### src/rtl/filter_seq_pkg.sv
// filter_seq_pkg: shared widths, drain length and FSM states for the FIR sequencer
package filter_seq_pkg;
  localparam int ADDR_W = 15;
  localparam int DATA_W = 32;
  localparam int COEF_W = 16;
  localparam int LEN_W = 16;
  localparam int DRAIN_CYCLES = 2;
  typedef enum logic [1:0] {IDLE, RUN, DRAIN, DONE} state_t;
endpackage

### src/rtl/filter_mac2.sv
// filter_mac2: registered 2-tap signed multiply-add, low DATA_W bits of the wide sum
module filter_mac2 import filter_seq_pkg::*; #(
  parameter int ADDR_W = filter_seq_pkg::ADDR_W,
  parameter int DATA_W = filter_seq_pkg::DATA_W,
  parameter int COEF_W = filter_seq_pkg::COEF_W
)(
  input  logic                     clk,
  input  logic                     rst_i,
  input  logic                     valid,
  input  logic signed [DATA_W-1:0] a,
  input  logic signed [DATA_W-1:0] b,
  input  logic signed [COEF_W-1:0] c0,
  input  logic signed [COEF_W-1:0] c1,
  input  logic [ADDR_W-1:0]        waddr,
  output logic                     y_valid,
  output logic [DATA_W-1:0]        y,
  output logic [ADDR_W-1:0]        y_addr
);
  localparam int S = DATA_W + COEF_W + 1;
  logic signed [S-1:0] sum;
  assign sum = S'(a) * S'(c0) + S'(b) * S'(c1);
  always_ff @(posedge clk) begin
    if (rst_i) begin
      y_valid <= 1'b0;
      y <= '0;
      y_addr <= '0;
    end else begin
      y_valid <= valid;
      y <= sum[DATA_W-1:0];
      y_addr <= waddr;
    end
  end
endmodule

### src/rtl/filter_seq_ctrl.sv
// filter_seq_ctrl: start/done sequencer streaming a 2-tap FIR through a dual-read sample memory
module filter_seq_ctrl import filter_seq_pkg::*; #(
  parameter int ADDR_W = filter_seq_pkg::ADDR_W,
  parameter int DATA_W = filter_seq_pkg::DATA_W,
  parameter int COEF_W = filter_seq_pkg::COEF_W,
  parameter int LEN_W = filter_seq_pkg::LEN_W
)(
  input  logic              clk,
  input  logic              rst_i,
  input  logic              start_i,
  input  logic [ADDR_W-1:0] src_base_i,
  input  logic [ADDR_W-1:0] dst_base_i,
  input  logic [LEN_W-1:0]  len_i,
  input  logic [COEF_W-1:0] coef0_i,
  input  logic [COEF_W-1:0] coef1_i,
  output logic              busy_o,
  output logic              done_o,
  output logic [ADDR_W-1:0] mem_rd_addr_a_o,
  output logic [ADDR_W-1:0] mem_rd_addr_b_o,
  input  logic [DATA_W-1:0] mem_rd_data_a_i,
  input  logic [DATA_W-1:0] mem_rd_data_b_i,
  output logic              mem_we_o,
  output logic [ADDR_W-1:0] mem_wr_addr_o,
  output logic [DATA_W-1:0] mem_wr_data_o
);
  state_t state, nxt;
  logic [LEN_W-1:0] cnt, len_q;
  logic [COEF_W-1:0] c0, c1;
  logic [ADDR_W-1:0] wa, wa2;
  logic v2;
  always_comb begin
    nxt = state == IDLE ? (start_i ? (len_i == '0 ? DONE : RUN) : IDLE)
        : state == RUN ? (cnt == len_q ? DRAIN : RUN)
        : state == DRAIN ? (cnt == LEN_W'(DRAIN_CYCLES - 1) ? DONE : DRAIN)
        : IDLE;
  end
  always_ff @(posedge clk) begin
    if (rst_i) begin
      state <= IDLE;
      cnt <= '0;
      len_q <= '0;
      c0 <= '0;
      c1 <= '0;
      mem_rd_addr_a_o <= '0;
      mem_rd_addr_b_o <= '0;
      wa <= '0;
      wa2 <= '0;
      v2 <= 1'b0;
    end else begin
      state <= nxt;
      v2 <= state == RUN;
      wa2 <= wa;
      if (state == IDLE && start_i) begin
        len_q <= len_i;
        c0 <= coef0_i;
        c1 <= coef1_i;
        mem_rd_addr_a_o <= src_base_i;
        mem_rd_addr_b_o <= src_base_i + ADDR_W'(1);
        wa <= dst_base_i;
        cnt <= LEN_W'(1);
      end else if (state == RUN) begin
        cnt <= nxt == DRAIN ? '0 : cnt + LEN_W'(1);
        mem_rd_addr_a_o <= mem_rd_addr_a_o + ADDR_W'(1);
        mem_rd_addr_b_o <= mem_rd_addr_b_o + ADDR_W'(1);
        wa <= wa + ADDR_W'(1);
      end else if (state == DRAIN) begin
        cnt <= cnt + LEN_W'(1);
      end
    end
  end
  assign busy_o = state == RUN || state == DRAIN;
  assign done_o = state == DONE;
  filter_mac2 #(.ADDR_W(ADDR_W), .DATA_W(DATA_W), .COEF_W(COEF_W)) u_mac (
    .clk(clk),
    .rst_i(rst_i),
    .valid(v2),
    .a(mem_rd_data_a_i),
    .b(mem_rd_data_b_i),
    .c0(c0),
    .c1(c1),
    .waddr(wa2),
    .y_valid(mem_we_o),
    .y(mem_wr_data_o),
    .y_addr(mem_wr_addr_o)
  );
endmodule

### config.mk
export PLATFORM = sky130hd
export DESIGN_NAME = filter_seq_ctrl
export DESIGN_NICKNAME = d
export VERILOG_FILES = /design/src/rtl/filter_seq_pkg.sv /design/src/rtl/filter_mac2.sv /design/src/rtl/filter_seq_ctrl.sv
export SDC_FILE = /design/constraint.sdc
export NUM_CORES = 2
export LEC_CHECK = 0
export CORE_ASPECT_RATIO = 1.4
export CORE_MARGIN = 1.5
export CORE_UTILIZATION = 40
export CTS_CLUSTER_DIAMETER = 50
export DETAILED_ROUTE_END_ITERATION = 16
export PLACE_DENSITY = 0.67
export RECOVER_POWER = 100
export SYNTH_ARGS = -nofsm -noshare
export SYNTH_HDL_FRONTEND = slang
export SYNTH_SLANG_ARGS = --single-unit
### constraint.sdc
create_clock -name clk -period 9.1 [get_ports clk]
set_input_delay 1.82 -clock clk [delete_from_list [all_inputs] [get_ports clk]]
set_output_delay 1.82 -clock clk [all_outputs]
set_load 0.005 [all_outputs]
Word-level counts from Yosys, hierarchy flattened
Index checks and enable logic that the tools add are counted.
Widths: inputs -> output; s select.
{ "totals": {"ff_bits": 175, "out_inout_bits": 80} }
{ "classes": {"add_sub_neg": 6, "multipliers": 2, "eq_ne": 6, "muxes": 17, "reduce_logical": 8} }
{ "ops": {"columns": ["cell", "n"], "rows": [
  ["$mux 15", 6],
  ["$mul 32x16->32", 2],
  ["$add 15x1->15 const B", 4],
  ["$mux 16", 3],
  ["$add 32x32->32", 1],
  ["$add 16x1->16 const B", 1],
  ["$eq 16x1->1 const B", 1],
  ["$eq 16x16->1", 1],
  ["$logic_not 16->1", 1],
  ["$mux 2", 6],
  ["$eq 2x2->1 const B", 3],
  ["$reduce_bool 2->1", 2],
  ["$reduce_bool 3->1", 1],
  ["$eq 2x1->1 const B", 1],
  ["$logic_not 2->1", 1],
  ["$mux 1", 2],
  ["$reduce_or 2->1", 1],
  ["$logic_and 1x1->1", 1],
  ["$logic_or 1x1->1", 1]
]} }

Depth between registers and ports, before layout
{ "logic_depth": {"depth_word": 9, "mapped_depth": 28, "ltp_nobuf": 26} }

Cells and area by module
A second synthesis with hierarchy kept.
{ "unflattened": {"cells_unflattened": 3491, "area_unflattened_um2": 30854.6} }
{ "by_module_without_submodules": {"columns": ["mod", "n_inst", "cells_per_inst", "area_per_inst_um2"], "rows": [
  ["filter_mac2", 1, 2801, 25099.1],
  ["filter_seq_ctrl", 1, 690, 5755.5]
]} }

Least setup slack after synthesis
OpenSTA, ideal clock, no wires.
{ "synth_path": {"kind": "input to register", "startpoint": "in mem_rd_data_a_i[9]", "endpoint": "reg u_mac.y[23]", "setup_ps": 121, "arrival_ps": 8310, "t_required_ps": 8979, "setup_slack_ps": 670, "cell_stages": 24, "cell_sequence": "clkbuf_1 nand2_1 fa_1 inv_1 fa_1 inv_1 fa_1 fa_1 inv_1 fa_1 fa_1 fa_1 inv_1 fa_1 inv_1 ha_1 a21oi_1 o21ai_0 a211o_1 a31oi_1 nor2_1 o31a_1 o31ai_1 mux2_2"} }
{ "synth_between": {"elab_chain_cells": 2} }
{ "synth_lines": {"columns": ["element", "line", "text"], "rows": [
  ["start, declared", "filter_seq_ctrl.sv:20", "input logic [DATA_W-1:0] mem_rd_data_a_i,"],
  ["$mul 32x16->32", "filter_mac2.sv:21", "assign sum = S'(a) * S'(c0) + S'(b) * S'(c1);"],
  ["$add 32x32->32", "filter_mac2.sv:21", null],
  ["end signal, assigned", "filter_mac2.sv:29", "y <= sum[DATA_W-1:0];"],
  ["end, declared", "filter_mac2.sv:16", "output logic [DATA_W-1:0] y,"]
]} }
No other way between the ends.
A chain may end at the register's enable or synchronous reset.

Worst setup path after layout
{ "layout_path": {"startpoint": "in mem_rd_data_a_i[9]", "endpoint": "reg u_mac.y[30]"} }
The elaborated chain is that of the path after synthesis.

==> qor.yml <==
die:
  core-area_um2: 76400
  core.rowCount: 120
  initial_utilization_pct: 40.3
  die_width_um: 237
  die_area_um2: 78700
  pin_count: 225
  die_h_um: 331
power_and_ir_drop:
  p_clk_share_pct: 7.6
  p_int_uw: 5190
  seq_power_share_pct: 10.0
  power.leakage_uw: 0.0172
  power_density_nw_per_um2: 286
  ir_drop_uv: 436
  power.switching_uw: 5000
  comb_power_share_pct: 82.5
  switching_share_pct: 49.1
worst_setup_path:
  cp_common_cell: "fa_1"
  path_buf_inv: 8
  reg2reg_depth: 24
  r2r_start: "c0[3]"
  max_stage_delay_ns: 0.59
  crit_chain: "clkdlybuf4s50_1 > buf_4 > and2_1 > fa_1 > fa_1 > inv_1 > fa_1 > inv_1 > fa_1 > fa_1 > fa_1 > fa_1 > inv_1 > fa_1 > inv_1 > ha_1 > nand4_1 > buf_4 > nor4b_4 > o311ai_2 > buf_4 > a211oi_2 > nor3_1 > or4b_1"
  reg2reg_slack_ns: 1.37
  crit_path_start_kind: "primary input"
  crit_fanout: 9
  required_ns: 9.47
  critPathKind: "primary input to flip-flop"
  cp-end-kind: "flip-flop"
  slowest_stage: "fa_1"
  cp.arrival_ns: 9.17
  crit_family: "adder cells"
  regToRegEndpoint: "u_mac.y[30]"
routing:
  vias: 23000
  first_pass_iters: 5
  wl_per_cell_um: 17.1
  viasPerCell: 4.89
  wirelength_mm: 80.5
  drc: 0
  drtIter0Drc: 949
  ant_nets: 0
global_routing:
  antenna_found_initial: 8
  grt_overflow: 0
  grt_pass1_vias: 25300
  grt_pass1_wl_mm: 134
  grt_max_degree: 86
  grt_use_total_pct: 21.7
timing:
  min_period_ns: 8.80
  slew_headroom_pct: -157
  tightest_slew_ns: 3.86
  fmax_mhz: 114
  hold_viol_final: 0
  finalSetupViolCount: 0
  report.final.slew_viol_count: 282
  setup_slack_ns: 0.301
  fin_crit_sh_pct: 96.7
  finalClockSkew_ns: 0.00767
  rsz0062_at_grt: "false"
yosys:
  seq_area_frac_synth_pct: 11.4
  ys_top_cells_by_count: "761 x inv_1, 664 x fa_1, 609 x nand2_1"
  syn-cell-area_um2: 30800
  netlist_instances: 3492
  ys_seq_elements: 175
  yosys_warnings: 0
  synth_area_leaders: "fa_1 43%, dfxtp_1 11%, inv_1 9.3%"
  synth_top_area_share_pct: 43.2
  syn_area_per_cell_um2: 8.82
  ys_types: 55
  synth_fp_nets: 4470
  async_flop_share_pct: 0
  synth_top_area_cell: "fa_1"
  synth_edf_count: 0
  synth_most_common_cell: "inv_1"
  synth_ff_type: "dfxtp_1"
status:
  status: "complete, but fails checks"
  violations: "capacitance limit, slew limit"
layout:
  multi_input_area_um2: 23800
  area_growth_pct: 15.5
  final_area_um2: 35500
  regArea_um2: 3510
  antennaDiodeCount: 0
  finish.utilization_pct: 46.5
  fill_cells: 7252
  fin_nets: 4696
  drive_gt1_share_pct: 5.04
worst_hold_path:
  min_path_cells: 1
  min_to: "u_mac.y_addr[13]"
  worstHoldStart: "wa2[13]"
  holdCritPathClass: "flip-flop to flip-flop"
clock_network:
  h-tree-depth: 4
  cts_made_buffers: 17
  cts_sinks: 175
  cts.path.max_buffers: 2
  clk_pin_slew_worst_paths_ns: 0.08
  ctsRootBufferMaster: "clkbuf_16"
  cts_tree: "done"
  insertion_delay_ns: 0.49
flow_run:
  maxCapViolCount: 4
placement:
  hpwl_mm: 69.8
  place.gp.congestion: 0.880
  port_buffers: 224
  place_ws_ns: -0.177
  post_dp_cell_area_um2: 35000
-- worst register-to-register path, delay by kind of cell (launching register included) --
| kind | cells | cell delay (ns) |
|---|---|---|
| compound gates | 2 | 0.38 |
| flops | 1 | 0.87 |
| fa+ha+maj | 9 | 4.32 |
| simple gates | 5 | 1.14 |
| buf+inv | 8 | 0.92 |
-- stage by stage --
step                      std cells  setup TNS [ns]  total power (µW)  hold slack, ns
after floorplan                3492               0              6380           0.414
after global placement         4675          -0.160              9480           0.421
after detailed placement       4675          -0.363              9480           0.425
after CTS                      4707               0             10400           0.442
after global routing           4707               0             11400           0.456
final                          4707               0             10200           0.438
-- worst max path at each step --
| stage | depth (start not counted) | end | slack (ns) | start |
|---|---|---|---|---|
| detailed placement | 25 | u_mac.y[30] | -0.18 | mem_rd_data_a_i[9] |
| global route | 24 | u_mac.y[30] | 0.005 | mem_rd_data_a_i[9] |
| CTS | 25 | u_mac.y[30] | 0.33 | mem_rd_data_a_i[9] |
| floorplan | 24 | u_mac.y[23] | 0.67 | mem_rd_data_a_i[9] |
| finish | 24 | u_mac.y[30] | 0.30 | mem_rd_data_a_i[9] |
| global placement | 25 | u_mac.y[30] | -0.10 | mem_rd_data_a_i[9] |
-- kinds of logic after synthesis --
logic type | after synthesis | synth area share, %
compound gates | 190 | 3.97
xor+xnor | 160 | 4.60
fa+ha+maj | 833 | 50.0
buf+inv | 932 | 11.4
flops | 175 | 11.4
mux | 4 | 0.134
simple gates | 1198 | 18.5
-- state kept, by name, summed over array words and instances (netlist names), 2 cells and up --
signal and cells:
u_mac.y 32, c0 16, c1 16, cnt 16, len_q 16, mem_rd_addr_a_o 15, mem_rd_addr_b_o 15, u_mac.y_addr 15
wa2 15, wa 15, state 2
-- cells in the final DEF, fill, tap and decap left out, types with 73 or more instances in the layout --
cell type        Yosys  final
inv_1              761    761
buf_4                0    124
ha_1               169    169
dlygate4sd3_1        0     82
dfxtp_1            175    173
a21oi_1             73     73
xnor2_1             74     74
fa_1               664    664
xor2_1              85     85
nand2_1            609    609
nor2_1             103    103
and2_1             304    303
clkdlybuf4s50_1      0    141
-- layout make-up --
cell class	count	area share (%)
inverters	761	8.04
clock buffers	18	1.24
multi-input cells	2385	66.9
repair buffers	378	10.1
clock inverters	14	0.454
well taps	976	3.44
flip-flops and latches	175	9.86
-- power by group through the flow --
stage	Combinational [µW]	Sequential, µW	Clock [µW]
4_1_cts	8570	1020	794
3_5_place_dp	8440	1040	0
3_3_place_gp	8440	1040	0
6_report	8400	1020	770
2_1_floorplan	5410	970	0
5_1_grt	9520	1030	820
-- timing repair --
action / in CTS / in global routing
resized for setup: 0 / 1
hold buffers: 0 / 0
buffers inserted: 0 / 0
setup endpoints to repair: 0 / 1
hold endpoints to repair: 0 / 0
-- routing by layer --
layer  up-vias  routed length (µm)  track usage [%]  part of all wire [%]
met2       550               41500             38.7                    52
met1     11700               32700             26.7                    41
met4        16                1870             6.11                   2.3
met5         -                 100                0                  0.12
met3       143                4300             3.95                   5.3
li1      10600                   -                -                     -
No activity file was read; power rests on OpenSTA's default activity.
